<file path="src/rtl/if_stage.sv">
// Instruction-fetch stage: owns the PC and the IF/ID register. It applies branch and
// jump redirects, hazard stalls, and the halt-word freeze.
module if_stage #(
  parameter logic [31:0] RESET_PC  = 32'h0000_0000,
  parameter int          IMEM_AW   = 10,
  parameter logic [31:0] HALT_WORD = 32'hFFFF_FFFF
) (
  input  logic               clk,
  input  logic               reset,
  output logic [IMEM_AW-1:0] imem_addr,
  input  logic [31:0]        imem_rdata,
  input  logic               stall,
  input  logic               branch_taken,
  input  logic [31:0]        branch_target,
  input  logic               jump,
  input  logic [31:0]        jump_target,
  output logic [31:0]        pc,
  output logic [31:0]        if_id_instruction,
  output logic [31:0]        if_id_pc_plus4,
  output logic               if_id_valid,
  output logic               halted,
  output logic [31:0]        fetch_count
);

  typedef enum logic [0:0] {
    ST_RUN    = 1'b0,
    ST_HALTED = 1'b1
  } state_t;

  localparam logic [31:0] BUBBLE_INSTR = 32'h0000_0000;

  state_t      state_r;
  state_t      state_s;
  logic [31:0] pc_r;
  logic [31:0] pc_s;
  logic [31:0] instr_r;
  logic [31:0] instr_s;
  logic [31:0] pc4_r;
  logic [31:0] pc4_s;
  logic        valid_r;
  logic        valid_s;
  logic        halted_r;
  logic [31:0] count_r;
  logic [31:0] count_s;
  logic [31:0] pc_plus4_s;

  assign pc_plus4_s = pc_r + 32'd4;

  // Next-state selection: branch beats stall beats jump beats sequential fetch.
  always_comb begin
    state_s = state_r;
    pc_s    = pc_r;
    instr_s = instr_r;
    pc4_s   = pc4_r;
    valid_s = valid_r;
    count_s = count_r;
    if (branch_taken) begin
      pc_s    = {branch_target[31:2], 2'b00};
      instr_s = BUBBLE_INSTR;
      pc4_s   = 32'h0000_0000;
      valid_s = 1'b0;
      state_s = ST_RUN;
    end else if (stall) begin
      state_s = state_r;
    end else if (jump) begin
      pc_s    = {jump_target[31:2], 2'b00};
      instr_s = BUBBLE_INSTR;
      pc4_s   = 32'h0000_0000;
      valid_s = 1'b0;
    end else begin
      case (state_r)
        ST_RUN: begin
          instr_s = imem_rdata;
          pc4_s   = pc_plus4_s;
          valid_s = 1'b1;
          count_s = count_r + 32'd1;
          if (imem_rdata == HALT_WORD) begin
            // PC stays on the halt word so a later branch can restart cleanly.
            pc_s    = pc_r;
            state_s = ST_HALTED;
          end else begin
            pc_s    = pc_plus4_s;
            state_s = ST_RUN;
          end
        end
        ST_HALTED: begin
          instr_s = BUBBLE_INSTR;
          pc4_s   = 32'h0000_0000;
          valid_s = 1'b0;
        end
        default: begin
          instr_s = BUBBLE_INSTR;
          pc4_s   = 32'h0000_0000;
          valid_s = 1'b0;
          state_s = ST_RUN;
        end
      endcase
    end
  end

  // State, PC, IF/ID and counter registers.
  always_ff @(posedge clk) begin
    if (reset) begin
      state_r  <= ST_RUN;
      pc_r     <= RESET_PC;
      instr_r  <= BUBBLE_INSTR;
      pc4_r    <= 32'h0000_0000;
      valid_r  <= 1'b0;
      halted_r <= 1'b0;
      count_r  <= 32'h0000_0000;
    end else begin
      state_r  <= state_s;
      pc_r     <= pc_s;
      instr_r  <= instr_s;
      pc4_r    <= pc4_s;
      valid_r  <= valid_s;
      halted_r <= (state_s == ST_HALTED);
      count_r  <= count_s;
    end
  end

  assign imem_addr         = pc_r[IMEM_AW+1:2];
  assign pc                = pc_r;
  assign if_id_instruction = instr_r;
  assign if_id_pc_plus4    = pc4_r;
  assign if_id_valid       = valid_r;
  assign halted            = halted_r;
  assign fetch_count       = count_r;

endmodule

</file>
<file path="config.mk">
export PLATFORM = sky130hd
export DESIGN_NAME = if_stage
export DESIGN_NICKNAME = d
export VERILOG_FILES = /design/src/rtl/if_stage.sv
export SDC_FILE = /design/constraint.sdc
export NUM_CORES = 1
export LEC_CHECK = 0
export CORE_MARGIN = 2
export CORE_UTILIZATION = 49
export DETAILED_ROUTE_END_ITERATION = 7
export HOLD_SLACK_MARGIN = 0.06
export PLACE_DENSITY = 0.87
export SLEW_MARGIN = 20
export SYNTH_ARGS = -nofsm -noshare
export SYNTH_HDL_FRONTEND = slang
export SYNTH_SLANG_ARGS = --single-unit
</file>
<file path="constraint.sdc">
create_clock -name clk -period 4.65 [get_ports clk]
set_input_delay 1.1625 -clock clk [delete_from_list [all_inputs] [get_ports clk]]
set_output_delay 1.1625 -clock clk [all_outputs]
set_load 0.01 [all_outputs]
</file>
# After elaboration in Yosys (flattened, before gate mapping)
# Index checks and enable logic that the tools add are counted.
# word_totals
ff_bits,130
output_inout_bits,140
# classes
add_sub_neg,2
eq_ne,6
muxes,13
n_bitwise,4
n_reduce_logical,5
# op_table
operator,n
two-way mux 32 bit,7
case mux 32 bit (2 select lines),2
adder 32 x 1 -> 32 bit (second input constant),1
adder 32 x 3 -> 32 bit (second input constant),1
equality test 32 bit (second input constant),1
!= test 3 bit (second input constant),2
AND reduction 3 bit,2
!= test 2 bit (second input constant),2
NOT 1 bit,4
AND reduction 4 bit,1
two-way mux 1 bit,3
!= test 2 x 1 -> 1 bit (second input constant),1
case mux 1 bit (2 select lines),1
AND reduction 2 bit,1
OR reduction 2 bit,1

# Depth between registers and ports, before layout
# Gate-level depths: netlist of run 1.
# depth
word_depth,6
ltp_mapped,8
depth_no_buf,6

# Least setup slack after synthesis of run 1
# No wires, ideal clock.
# synth_timing
path_kind,input port to flip-flop
start,in stall
end,reg count_r[19] (netlist: fetch_count[19])
arrival_ns,2.733
required_ns,4.535
setup_slack_ns,1.802
path_stages,7
cell_sequence,buf_6 > or4_4 > buf_6 > nor4_4 > nand2_1 > xnor2_1 > and2_1
# synth_between
elab_chain_cells,2
# synth_lines
element,line_no,source
start: declaration,12,"input logic stall,"
NOT 1 bit (no source line),n/a,
AND reduction 4 bit (no source line),n/a,
end signal: assignment,118,count_r <= count_s;
end: declaration,43,logic [31:0] count_r;
# Every way passes these cells.
# A chain may end at the register's enable or synchronous reset.

# Worst setup path after layout of run 1
# layout_timing
start,in jump
end,reg pc_r[19] (netlist: pc[19])
# layout_between
elab_chain_cells,3
# layout_lines
element,line_no,source
start: declaration,15,"input logic jump,"
two-way mux 32 bit,65,end else if (jump) begin
two-way mux 32 bit,63,end else if (stall) begin
two-way mux 32 bit,57,if (branch_taken) begin
end signal: assignment,113,pc_r <= pc_s;
end: declaration,34,logic [31:0] pc_r;
# Several ways; a longest one is shown, not always the timed one. The select of a mux whose other input is x is not followed.

==> flow_summary.json, run 1 <==
{
  "yosysUniqueCellTypes": 69,
  "clk_latency_ns": 0.42,
  "cts_made_buffers": 17,
  "synth_area_sq_mm": 0.006605,
  "start_util": 0.5008,
  "gr-total-overflow": 0,
  "fmax_mhz": 275.4,
  "async_reset_ff_frac": 0,
  "crit_family": "simple AND/OR/NAND/NOR gates",
  "syn_to_final_growth_pct": 44.84,
  "crit_slowest_cell": "nor2_1",
  "finalNetCount": 1109,
  "post-synth-top-area-cell": "dfxtp_1",
  "maxCapViolCount": 0,
  "start_kind": "input port",
  "antenna_left": 0,
  "cts_buffer_depth": 2,
  "slew_headroom": 0.3123,
  "hold_violations": 0,
  "n_antenna_cell": 0,
  "setup_tns_ns": 0,
  "h-tree-depth": 4,
  "grt_first_pass_wirelength_mm": 34.00,
  "drtIter0Drc": 723,
  "die_w_um": 120.1,
  "setup_viol": 0,
  "first_pass_iters": 5,
  "synth.area.top_cells": "dfxtp_1, a22oi_1, nor2_1, nand2_1, a21oi_1",
  "required_ns": 4.96,
  "routedWlPerCell_um": 17.94,
  "slowest_delay_ns": 0.77,
  "grt_usage": 0.2960,
  "die-area_sq_mm": 0.01442,
  "dp_hpwl_mm": 15.03,
  "grt_pass1_vias": 6641,
  "end_kind": "flip-flop",
  "rsz0062_at_grt": "no",
  "synth_ff_type": "dfxtp_1",
  "slew_violations": 0,
  "antenna_found_initial": 0,
  "cts_hold_buf": 0,
  "fin_ws_ns": 1.018,
  "chipHeight_um": 120.1,
  "max-vdd-ir-drop_v": 0.0002384,
  "crit_chain": "clkdlybuf4s50_1 > buf_4 > nor2b_1 > nor2_1 > nand2_1 > o2111a_1",
  "cts_tree": "done",
  "cts.repair.resized": 0,
  "vias_per_cell": 5.987,
  "p_per_area_mw_per_mm2": 310.2,
  "run_status": "complete, no violations",
  "wirelength_mm": 21.42,
  "synth_warnings": 0,
  "rows": 42,
  "core_sq_mm": 0.01319,
  "io_buffers": 236,
  "postCtsSetupRepairBufs": 0,
  "synthDominantCellAreaShare": 0.3940,
  "critPathKind": "input port to flip-flop",
  "tightest_slew_ns": 1.032,
  "crit_fanout": 19,
  "syn_area_per_cell_sq_um": 8.165,
  "synth_seq_area_share": 0.3940,
  "synth_seq_cells": 130,
  "via_count": 7149,
  "p_leak_uw": 0.003338,
  "gp_congestion": 0.9409,
  "synth-edff-count": 0,
  "period_share": 0.7810,
  "grt_max_degree": 62,
  "path_buf_inv": 2,
  "cts.sinks": 130,
  "drive_above_1_share": 0.06582,
  "root_buffer": "clkbuf_16",
  "synthCells": 809,
  "drcViolationCount": 0,
  "clk_transition_reported_paths_ns": 0.06,
  "synth_nets": 912,
  "cp.arrival_ns": 3.94,
  "finalCriticalPeriod_ns": 3.632,
  "hold_path_class": "flip-flop to flip-flop",
  "ios": 241,
  "skew_ns": 0.008240,
  "pre_cts_slack_ns": 0.7360
}
## where the power goes
| part | total, uW | internal [uW] | switching (uW) |
|---|---|---|---|
| combinational | 377 | 196 | 181 |
| clock | 1400 | 897 | 506 |
| sequential | 1190 | 1140 | 44.9 |
| total | 2970 | 2240 | 732 |
## worst paths after layout
path | slack [ns] | startpoint | endpoint | depth (start not counted)
setup / recovery | 1.02 | jump | pc[19] | 6
hold / removal | 0.44 | if_id_pc_plus4[29] | if_id_pc_plus4[29] | 2
setup reg to reg | 1.84 | pc[2] | pc[30] | 6
hold reg to reg | 0.44 | if_id_pc_plus4[29] | if_id_pc_plus4[29] | 2
## cell type report
cell class                      count  area (sq um)
Fill cell                         996          3623
Multi-Input combinational cell    587          3598
Sequential cell                   130          2603
Timing Repair Buffer              251          2460
Clock buffer                       19         432.9
Tap cell                          176         220.2
Clock inverter                     12         181.4
Inverter                           19         71.32
## stage by stage
stage	util	hold slack, ns	total power, uW	cell area [sq um]	std cells
2_1_floorplan	-	0.4666	1384	6605	809
3_3_place_gp	0.6787	0.4347	1576	8952	1163
3_5_place_dp	0.6787	0.4389	1581	8952	1163
4_1_cts	0.7253	0.4471	2971	9567	1194
5_1_grt	0.7253	0.4659	3060	9567	1194
6_report	0.7253	0.4443	2968	9567	1194
## layout by cell type, fill, tap and decap left out, drive strengths merged, types with 11 or more instances in the layout
master	count
nor3	33
nand3	21
xor2	19
clkdlybuf4s50	233
clkbuf	19
a22oi	50
nand4	28
nor2	93
o21ai	42
inv	21
a311oi	11
dfxtp	130
nand2	81
nor4	17
buf	18
a21oi	42
or3	14
xnor2	20
## cell usage after synthesis, drive strengths merged (5+ instances only)
cell,count
clkbuf,49
a21oi,42
a311oi,11
nand3,21
xor2,19
dfxtp,130
nor3,33
or4,7
inv,19
or3,14
o211ai,6
a221oi,5
nand2,81
o31ai,5
a22oi,50
buf,24
o21ai,42
a2bb2oi,5
nand2b,8
nor2,93
nor4,17
nand4,28
o32ai,8
o21bai,5
a211oi,6
and4,5
xnor2,20
## metal layers
layer | up-vias | routed length (um) | track usage
met5 | - | 0 | 0
met4 | 0 | 583 | 0.1213
met3 | 60 | 2072 | 0.08175
met2 | 396 | 10280 | 0.4826
met1 | 3334 | 8485 | 0.3684
li1 | 3359 | - | -
## sequential cells by signal (all words and copies together) (netlist names)
register,flops
fetch_count,32
if_id_instruction,32
if_id_pc_plus4,32
pc,32
halted,1
if_id_valid,1
## cell families after synthesis
| kind of cell | synth area share |
|---|---|
| buffers and inverters | 0.06270 |
| adder cells (fa/ha/maj) | 0.003788 |
| XOR/XNOR | 0.05171 |
| AO/OA/AOI/OAI | 0.2252 |
| AND/OR/NAND/NOR | 0.2608 |
| multiplexers | 0.001705 |
| flip-flops | 0.3940 |
## worst min-delay path: stages, from the launching register on
cell and delay (ns):
dfxtp_1 0.30, nand2_1 0.05, o21ai_1 0.05
Power figures use the tool's default switching activity.
==> run 2, diff against run 1 <==
- CORE_UTILIZATION: 49 -> 41
- PLACE_DENSITY: 0.87 -> 0.78
- clock period: 4.65 -> 3.2 ns (I/O delays scaled with it)
==> flow_summary.json, run 2 (synthesized netlist as in run 1, its figures left out) <==
{
  "r2r_start": "pc[3]",
  "start_kind": "input port",
  "layout_commonest_cell": "clkdlybuf4s50_1",
  "die-area_sq_mm": 0.01714,
  "syn_to_final_growth_pct": 46.77,
  "gp_congestion": 0.9308,
  "setup_tns_ns": 0,
  "chipHeight_um": 130.9,
  "cts.sinks": 130,
  "vias_per_cell": 5.646,
  "hold_path_class": "flip-flop to flip-flop",
  "rows": 46,
  "hp-start": "if_id_pc_plus4[24]",
  "grt_max_degree": 57,
  "cts_hold_buf": 0,
  "crit_family": "simple AND/OR/NAND/NOR gates",
  "maxCapViolCount": 0,
  "period_share": 0.8460,
  "slew_headroom": 0.5342,
  "critPathKind": "input port to flip-flop",
  "drcViolationCount": 0,
  "grt_first_pass_wirelength_mm": 33.85,
  "finalCriticalPeriod_ns": 2.707,
  "path_buf_inv": 1,
  "tightest_slew_ns": 0.6924,
  "required_ns": 3.55,
  "rr_endpoint": "pc[30]",
  "end_kind": "flip-flop",
  "n_antenna_cell": 0,
  "cp.arrival_ns": 3.05,
  "h-tree-depth": 4,
  "slew_violations": 0,
  "crit_chain": "clkdlybuf4s50_1 > or4_4 > nor2_8 > nand4_1 > or3_1 > a21oi_1",
  "layout_common_cells": "clkdlybuf4s50_1, dfxtp_1, nor2_1",
  "r2r_setup_slack_ns": 0.61,
  "drtIter0Drc": 527,
  "hold_violations": 0,
  "ios": 241,
  "wirelength_mm": 22.26,
  "gr-total-overflow": 0,
  "fmax_mhz": 369.4,
  "hold_depth": 2,
  "clk_latency_ns": 0.42,
  "antenna_left": 0,
  "drive_above_1_share": 0.08124,
  "die_w_um": 130.9,
  "rsz0062_at_grt": "no",
  "antenna_found_initial": 1,
  "reg2reg_depth": 6,
  "max-vdd-ir-drop_v": 0.0004251,
  "start_util": 0.4173,
  "via_count": 7058,
  "cts_tree": "done",
  "run_status": "complete, no violations",
  "clk_transition_reported_paths_ns": 0.06,
  "p_leak_uw": 0.003379,
  "root_buffer": "clkbuf_16",
  "skew_ns": 0.009392,
  "postCtsSetupRepairBufs": 0,
  "cts_buffer_depth": 2,
  "p_per_area_mw_per_mm2": 432.8,
  "core_sq_mm": 0.01583,
  "crit_fanout": 12,
  "pre_cts_slack_ns": 0.09074,
  "crit_slowest_cell": "or4_4",
  "dp_hpwl_mm": 16.12,
  "first_pass_iters": 6,
  "routedWlPerCell_um": 17.80,
  "setup_viol": 0,
  "fin_ws_ns": 0.4927,
  "hold_path_end": "if_id_pc_plus4[24]",
  "cts.repair.resized": 0,
  "cts_made_buffers": 17,
  "finalNetCount": 1124,
  "grt_pass1_vias": 6403,
  "grt_usage": 0.2546,
  "slowest_delay_ns": 0.65,
  "io_buffers": 236
}
[run 2: tightest hold or removal path, cell delays in order, from the launching register on]
cell     delay (ns)
dfxtp_1        0.32
nand2_1        0.04
o21ai_0        0.05
[run 2: through the flow]
step	utilization	instances	hold WS, ns	power, uW	instance area, sq um
after floorplan	-	809	0.4666	2011	6605
after global routing	0.6125	1250	0.4872	4339	9694
after CTS	0.6125	1250	0.4569	4210	9694
after detailed placement	0.5759	1218	0.4466	2316	9115
after global placement	0.5759	1218	0.4340	2311	9115
final	0.6125	1250	0.4506	4196	9694
[run 2: final cells by class]
| cell class | instances | area [sq um] |
|---|---|---|
| multi-input combinational | 587 | 3598 |
| tap | 216 | 270.3 |
| sequential | 130 | 2603 |
| fill | 1375 | 6133 |
| timing repair buffer | 266 | 2572 |
| clock inverter | 12 | 122.6 |
| clock buffer | 20 | 456.7 |
| inverter | 19 | 71.32 |
[run 2: worst max-delay path by stage]
| stage | from | end | slack (ns) | cells past startpoint |
|---|---|---|---|---|
| 2_1_floorplan | stall | fetch_count[19] | 0.71 | 7 |
| 6_report | jump | fetch_count[30] | 0.49 | 6 |
| 4_1_cts | jump | fetch_count[30] | 0.52 | 6 |
| 5_1_grt | jump | fetch_count[24] | 0.36 | 6 |
| 3_3_place_gp | jump | fetch_count[28] | 0.12 | 6 |
| 3_5_place_dp | jump | fetch_count[30] | 0.09 | 6 |
[run 2: where the power goes]
group | total [uW] | switching, uW | internal, uW | leakage, uW
Sequential | 1720 | 65.2 | 1660 | 0.00105
Clock | 1910 | 782 | 1130 | 0.000268
Combinational | 563 | 268 | 295 | 0.00206
[run 2: routing by layer]
layer	up-vias	GRT usage	part of all wire
met4	0	0.1033	0.026
met2	346	0.4004	0.47
met1	3282	0.3291	0.42
met3	50	0.07370	0.092
met5	-	0	0
li1	3380	-	-
